`src/rtl/bitserial_alu_seq.sv`:
```
// ---------------------------------------------------------------------------
// bitserial_alu_seq
//
// Word-level sequencer for a 1-bit bit-serial ALU slice. It accepts a
// parallel request (opcode, a, b) and shifts the operands out LSB-first on
// alu_x/alu_y together with the per-operation control lines. It then
// reassembles the returning alu_sum stream into a WIDTH-bit result and
// captures the final carry/overflow from the slice.
//
// Ports
//   clk, rst_n          clock, asynchronous active-low reset
//   start, opcode, a, b request strobe (sampled in IDLE only) and operands
//   busy                high from the accepted start until done
//   done                one-cycle pulse; result/carry/overflow valid from here
//   err                 one-cycle pulse for a start with reserved opcode 3'b111
//   result, carry,      assembled Sum word and final Carry_out/Overflow
//   overflow            (carry/overflow are 0 for logic operations)
//   alu_*  (outputs)    slice drive pins: operand bits, carry-in, end marker,
//                       operand complements and operation selects
//   alu_sum, alu_carry_out, alu_overflow  slice result pins, ALU_LAT stages
//                       behind the drive pins
// ---------------------------------------------------------------------------
module bitserial_alu_seq #(
  parameter int WIDTH   = 8,
  parameter int ALU_LAT = 5
) (
  input  logic             clk,
  input  logic             rst_n,
  input  logic             start,
  input  logic [2:0]       opcode,
  input  logic [WIDTH-1:0] a,
  input  logic [WIDTH-1:0] b,
  output logic             busy,
  output logic             done,
  output logic             err,
  output logic [WIDTH-1:0] result,
  output logic             carry,
  output logic             overflow,
  output logic             alu_x,
  output logic             alu_y,
  output logic             alu_carry_in,
  output logic             alu_end,
  output logic             alu_cmpl_x,
  output logic             alu_cmpl_y,
  output logic             alu_op_xor,
  output logic             alu_op_and,
  output logic             alu_op_arith,
  input  logic             alu_sum,
  input  logic             alu_carry_out,
  input  logic             alu_overflow
);

  localparam int CNT_W = $clog2(WIDTH + 1);

  typedef enum logic [1:0] {IDLE, ISSUE, DRAIN, DONE} state_t;

  // Control-line bundle for one operation; cin is the bit-0 carry-in.
  typedef struct packed {
    logic arith;
    logic op_xor;
    logic op_and;
    logic cmpl_x;
    logic cmpl_y;
    logic cin;
  } ctrl_t;

  function automatic ctrl_t decode(input logic [2:0] op);
    ctrl_t c;
    c = '0;
    case (op)
      3'b000: c.arith = 1'b1;                                          // ADD
      3'b001: begin c.arith = 1'b1; c.cmpl_y = 1'b1; c.cin = 1'b1; end // a-b
      3'b010: begin c.arith = 1'b1; c.cmpl_x = 1'b1; c.cin = 1'b1; end // b-a
      3'b011: c.op_xor = 1'b1;                                         // XOR
      3'b100: c.op_and = 1'b1;                                         // AND
      3'b101: begin c.op_xor = 1'b1; c.cmpl_y = 1'b1; end              // XNOR
      3'b110: begin c.op_and = 1'b1; c.cmpl_y = 1'b1; end              // ANDN
      default: c = '0;
    endcase
    return c;
  endfunction

  state_t             state;
  ctrl_t              start_ctrl;
  logic [WIDTH-1:0]   sh_x;
  logic [WIDTH-1:0]   sh_y;
  logic [CNT_W-1:0]   bit_cnt;      // index of the next bit to present
  logic               is_arith;
  logic [ALU_LAT-1:0] tag_valid;    // tag pipe, aligned with the slice latency
  logic [ALU_LAT-1:0] tag_last;
  logic               tag_out_valid;
  logic               tag_out_last;

  assign start_ctrl    = decode(opcode);
  assign tag_out_valid = tag_valid[ALU_LAT-1];
  assign tag_out_last  = tag_last[ALU_LAT-1];

  // NOTE: every register here, including the operand shifters and the tag
  // pipe, is cleared by reset; a stale tag would otherwise capture in-flight
  // slice bits of an aborted operation into the next result.
  always_ff @(posedge clk or negedge rst_n) begin
    if (!rst_n) begin
      state        <= IDLE;
      busy         <= 1'b0;
      done         <= 1'b0;
      err          <= 1'b0;
      result       <= '0;
      carry        <= 1'b0;
      overflow     <= 1'b0;
      alu_x        <= 1'b0;
      alu_y        <= 1'b0;
      alu_carry_in <= 1'b0;
      alu_end      <= 1'b0;
      alu_cmpl_x   <= 1'b0;
      alu_cmpl_y   <= 1'b0;
      alu_op_xor   <= 1'b0;
      alu_op_and   <= 1'b0;
      alu_op_arith <= 1'b0;
      sh_x         <= '0;
      sh_y         <= '0;
      bit_cnt      <= '0;
      is_arith     <= 1'b0;
      tag_valid    <= '0;
      tag_last     <= '0;
    end else begin
      // NOTE: non-blocking assignments throughout, so every read below sees
      // the value from before this edge regardless of statement order. The
      // two defaults make done/err single-cycle pulses.
      done <= 1'b0;
      err  <= 1'b0;

      // A tag enters for each cycle a bit sits on the slice pins; it reaches
      // the end of the pipe exactly when that bit's Sum is on alu_sum.
      for (int i = ALU_LAT - 1; i > 0; i--) begin
        tag_valid[i] <= tag_valid[i-1];
        tag_last[i]  <= tag_last[i-1];
      end
      tag_valid[0] <= (state == ISSUE);
      tag_last[0]  <= (state == ISSUE) && alu_end;

      // Sum bits arrive LSB first; shifting in from the MSB side leaves bit
      // i at result[i] after WIDTH captures.
      if (tag_out_valid) begin
        result <= {alu_sum, result[WIDTH-1:1]};
        if (tag_out_last) begin
          carry    <= is_arith & alu_carry_out;
          overflow <= is_arith & alu_overflow;
        end
      end

      case (state)
        IDLE: begin
          if (start) begin
            if (opcode == 3'b111) begin
              err <= 1'b1;
            end else begin
              state        <= ISSUE;
              busy         <= 1'b1;
              is_arith     <= start_ctrl.arith;
              alu_x        <= a[0];
              alu_y        <= b[0];
              sh_x         <= a >> 1;
              sh_y         <= b >> 1;
              alu_carry_in <= start_ctrl.cin;
              alu_end      <= 1'b0;
              alu_cmpl_x   <= start_ctrl.cmpl_x;
              alu_cmpl_y   <= start_ctrl.cmpl_y;
              alu_op_xor   <= start_ctrl.op_xor;
              alu_op_and   <= start_ctrl.op_and;
              alu_op_arith <= start_ctrl.arith;
              bit_cnt      <= CNT_W'(1);
            end
          end
        end
        ISSUE: begin
          if (bit_cnt == CNT_W'(WIDTH)) begin
            state        <= DRAIN;
            alu_x        <= 1'b0;
            alu_y        <= 1'b0;
            alu_carry_in <= 1'b0;
            alu_end      <= 1'b0;
            alu_cmpl_x   <= 1'b0;
            alu_cmpl_y   <= 1'b0;
            alu_op_xor   <= 1'b0;
            alu_op_and   <= 1'b0;
            alu_op_arith <= 1'b0;
          end else begin
            alu_x        <= sh_x[0];
            alu_y        <= sh_y[0];
            sh_x         <= sh_x >> 1;
            sh_y         <= sh_y >> 1;
            alu_carry_in <= 1'b0;
            alu_end      <= (bit_cnt == CNT_W'(WIDTH - 1));
            bit_cnt      <= bit_cnt + CNT_W'(1);
          end
        end
        DRAIN: begin
          if (tag_out_valid && tag_out_last) begin
            state <= DONE;
            done  <= 1'b1;
            busy  <= 1'b0;
          end
        end
        DONE: begin
          // start in this cycle is deliberately not looked at.
          state <= IDLE;
        end
        default: state <= IDLE;
      endcase
    end
  end

endmodule
```
`config.mk`:
```
export PLATFORM = sky130hd
export DESIGN_NAME = bitserial_alu_seq
export DESIGN_NICKNAME = d
export VERILOG_FILES = /design/src/rtl/bitserial_alu_seq.sv
export SDC_FILE = /design/constraint.sdc
export NUM_CORES = 1
export LEC_CHECK = 0
export CAP_MARGIN = 25
export CORE_UTILIZATION = 45
export CTS_BUF_LIST = sky130_fd_sc_hd__clkbuf_16
export CTS_CLUSTER_DIAMETER = 80
export DETAILED_ROUTE_END_ITERATION = 6
export PLACE_DENSITY = 0.7
export SLEW_MARGIN = 15
export SYNTH_ARGS = -nofsm -noshare
export SYNTH_HDL_FRONTEND = slang
export SYNTH_SLANG_ARGS = --single-unit
```
`constraint.sdc`:
```
create_clock -name clk -period 1.6 [get_ports clk]
set_input_delay 0.16 -clock clk [delete_from_list [all_inputs] [get_ports clk]]
set_output_delay 0.16 -clock clk [all_outputs]
set_load 0.01 [all_outputs]
```
==> results.txt <==
- Headroom to the max-slew limit: 76.8%
- Comb power frac: 49.1%
- Counting every sink on the clock net gives 53.
- Arr. time, crit path: 1.75 ns
* Number of flops mapped to enable cells by yosys: 0
- Max FO, Critical Path: 6
- Adder and majority gate portion of the synthesized area: 3.32%
- Antenna cells: 0
- Area of the core region: 0.00479 mm²
- For the worst setup path, the data required time is 1.78 ns.
- In this run switching power makes up 34.9% of total power.
- In this run the core area contains 25 standard-cell rows.
* Clock root buffer: clkbuf_16
- Summed over all failing endpoints, the final setup total negative slack is 0 ns.
- Fill cell instance count of the final layout: 381
- In this run the tool buffered the top-level ports with 46 buffer cells.
- For this run, design rule violations remaining after detail routing come to 0.
* Final-report setup violation count: 0
* Starting density of the core: 47.3%
* Share of synthesized registers carrying an async set or reset: 100%
* Top library cells by usage in the layout, fill and taps aside: 53 x dfrtp_1, 45 x clkdlybuf4s50_1, 26 x nand2_1
- Summed over all layers, the routed wires come to 4560 µm.
- Leaving out filler cells and counting taps, the final layout contains 337.
* Share of the clock period used by the worst path: 97.9%
* Post-synthesis register bit count: 53
- Critical Setup Path Class: flop to flop
- The area growth from synthesis to layout is 44.3%.
* CTS clock-pin slew for the worst setup and hold paths: 0.07 ns
- Register-to-Register Path Depth: 6
* Maximum clock path buffer count: 2
- The clock network accounts for 16.4% of the total power.
- Final Worst Setup Slack: 0.0332 ns
- The tool flagged a number of max-cap violations equal to 0.
- The synthesized netlist devotes 12.4% of its cell area to compound gates.
- The internal power of the cells totals 4.11 mW.
- Overflow left after global routing: 0
- Summed over all nets, wire length on met2 after detailed routing comes to 2310 µm.
* Most common flop cell mapped by yosys: dfrtp_1
* Layout net count: 300
* Path type of the worst min-delay path: flop to flop
* Pwr Density: 1930 mW/mm²
- Sequential elements use 58.6% of the synthesized area.
* Share of final-layout standard cells stronger than drive strength 1: 27.0%
- Via count of the first global-routing pass: 1709
- Register Area: 0.00133 mm²
* Hold WS: 0.349 ns
- The synthesized netlist devotes 9.84% of its cell area to simple gates.
* Post-Layout Inst Area: 0.00327 mm²
- Post-synthesis instance area: 0.00226 mm²
- Before antenna repair, the detailed router went through 4 iterations.
- Combinational family with the most area after synthesis: compound AO/OA/AOI/OAI gates
- Share of synthesized area spent on multiplexers: 10.9%
* Floorplan die height: 72.9 µm
- Clock skew on the completed layout was measured at 0.00799 ns.
- Counting tap cells, the placed design contains a total of 318 instances.
- Instance area at placement: 0.00295 mm²
- Of the total synthesized cell area, the portion taken by XOR and XNOR cells is 0.774%.
- Post-synthesis average cell area: 11.5 µm²
* Met1 Wirelength: 2040 µm
- Max Clock Freq: 638 MHz
- Prior to clock tree synthesis, the placed netlist has a worst setup slack of -0.0174 ns.
- Routability-driven placement congestion ratio: 0.800
- STA classifies the critical path endpoint as a flop.
- The initial antenna violation count came to 0.
* Leakage Power: 1.48 nW
- The first global-routing pass estimated 7700 µm of wire.
* Maximum vdd ir drop: 0.931 mV
- For this block, the via count after detailed routing is 1692.
- The run finished with clean final reports.
- Final period demand of the worst path: 1.57 ns
- Instance count of the mapped netlist: 197
* Power dissipated by switching net loads: 2.20 mW
* Overall track demand over capacity in global routing: 19.3%
- The detailed router finished its first iteration with 44 violations.
- Mapped Nets: 228
- Largest net degree at the start of global routing: 54
- At the pin with the least slew margin, the transition time is 0.346 ns.
- Hold Vio Cnt, Final: 0
- Area of the multi-input gates: 951 µm²
- Signal routing reaches up to met4.
- Detailed placement finished with a half-perimeter wire length of 2990 µm.
- Syn. warnings: 0
* Die extent in x: 72.9 µm
- Number of antenna-violating nets in the routed design: 0
* Maximum level of the CTS H-tree: 2
* Final Slew Violations: 0
- Along the worst hold path, the cell count comes to 0.
- Mean routed wirelength per cell: 13.5 µm
* Clock latency at the later pin of the worst-skew pair: 0.29 ns
* Kind of launch point of the worst setup path: flop
- The library cell used most frequently in the layout, excluding fill and tap cells, is dfrtp_1.
- Wire segments on met3 add up to 139 µm in the final route.
- Part of the total power dissipated in sequential elements: 34.6%
* Setup repair after global routing missed its margin: yes
- Area of the die: 0.00532 mm²
- The netlist uses 32 different library cells.
- TritonCTS built the clock tree.
* CTS Buf Count: 5
* Boundary Pins: 47
- Using the TritonRoute via totals, the vias-per-cell ratio works out to 5.02.
-- worst max-delay path: stages, from the launching register on --
cell,delay [ns]
dfrtp_1,0.39
buf_4,0.15
ha_4,0.17
mux2_4,0.31
o211ai_4,0.16
buf_4,0.21
o21ai_1,0.07
-- flip-flops by register name, indices dropped and copies added (netlist names), 2 cells and up --
name	count
state	2
sh_x	7
bit_cnt	4
tag_last	5
tag_valid	5
result	8
sh_y	7
-- cell usage after synthesis, types with 2 or more instances --
cell type  number  area (µm²)
a21oi_1         5        25.0
a221oi_1        2        17.5
and2_1          3        18.8
buf_2           9        45.0
dfrtp_1        53        1330
ha_1            6        75.1
inv_1           8        30.0
mux2_2         10         113
mux2i_1        12         120
nand2_1        32         120
nand3_1         4        20.0
nor2_1          2        7.51
o21ai_1        24         120
o31ai_1         4        30.0
o41ai_1         5        43.8
xnor2_1         2        17.5
-- cell families (layout without fill, tap and decap cells) --
logic type                 count (synthesis)  count (layout)
AOI/OAI and AO/OA                         45              45
xor gates and xnor gates                   2               2
adders and majority gates                  6               6
buffers and inverters                     20              93
muxes                                     23              23
and+or+nand+nor                           48              48
DFF                                       53              53
-- per-stage QoR --
stage                     power (mW)  utilization [%]
after floorplan                 3.86                -
after global placement          4.78             61.5
after detailed placement        4.85             61.5
after CTS                       6.37             67.6
after global routing            6.73             68.3
final                           6.31             68.3
-- worst paths after layout --
check / slack (ns) / from / endpoint
hold / removal: 0.35 / tag_valid[2] / tag_valid[3]
min in group asynchronous: 0.40 / rst_n / tag_valid[3]
setup reg to reg: 0.03 / state[0] / sh_x[5]
max in group asynchronous: 0.97 / rst_n / tag_valid[1]
hold reg to reg: 0.35 / tag_valid[2] / tag_valid[3]
setup / recovery: 0.03 / state[0] / sh_x[5]
-- final cells by class --
type,count,share of cell area [%]
Clock buffer,5,3.83
Clock inverter,3,0.574
Sequential cell,53,40.6
Tap cell,67,2.57
Multi-Input combinational cell,124,29.1
Inverter,9,1.03
Timing Repair Buffer,76,22.3
-- routing by layer --
metal,global-route usage [%],vias up
met5,0,-
met4,6.54,0
met3,4.70,7
met2,32.8,34
met1,24.2,815
li1,-,836
-- power by group through the flow --
stage | Sequential (mW) | Combinational [mW] | Clock [mW]
floorplan | 2.25 | 1.61 | 0
global placement | 2.19 | 2.60 | 0
detailed placement | 2.20 | 2.65 | 0
CTS | 2.17 | 3.14 | 1.06
global route | 2.25 | 3.39 | 1.09
finish | 2.18 | 3.10 | 1.03
-- repair_timing --
action	CTS	global route
buffers inserted	5	4
pin swaps	0	3
setup endpoints to repair	14	19
hold buffers	1	0
hold endpoints to repair	53	0
gates cloned	2	1
gates resized for setup	7	16
Power figures use the tool's default switching activity.
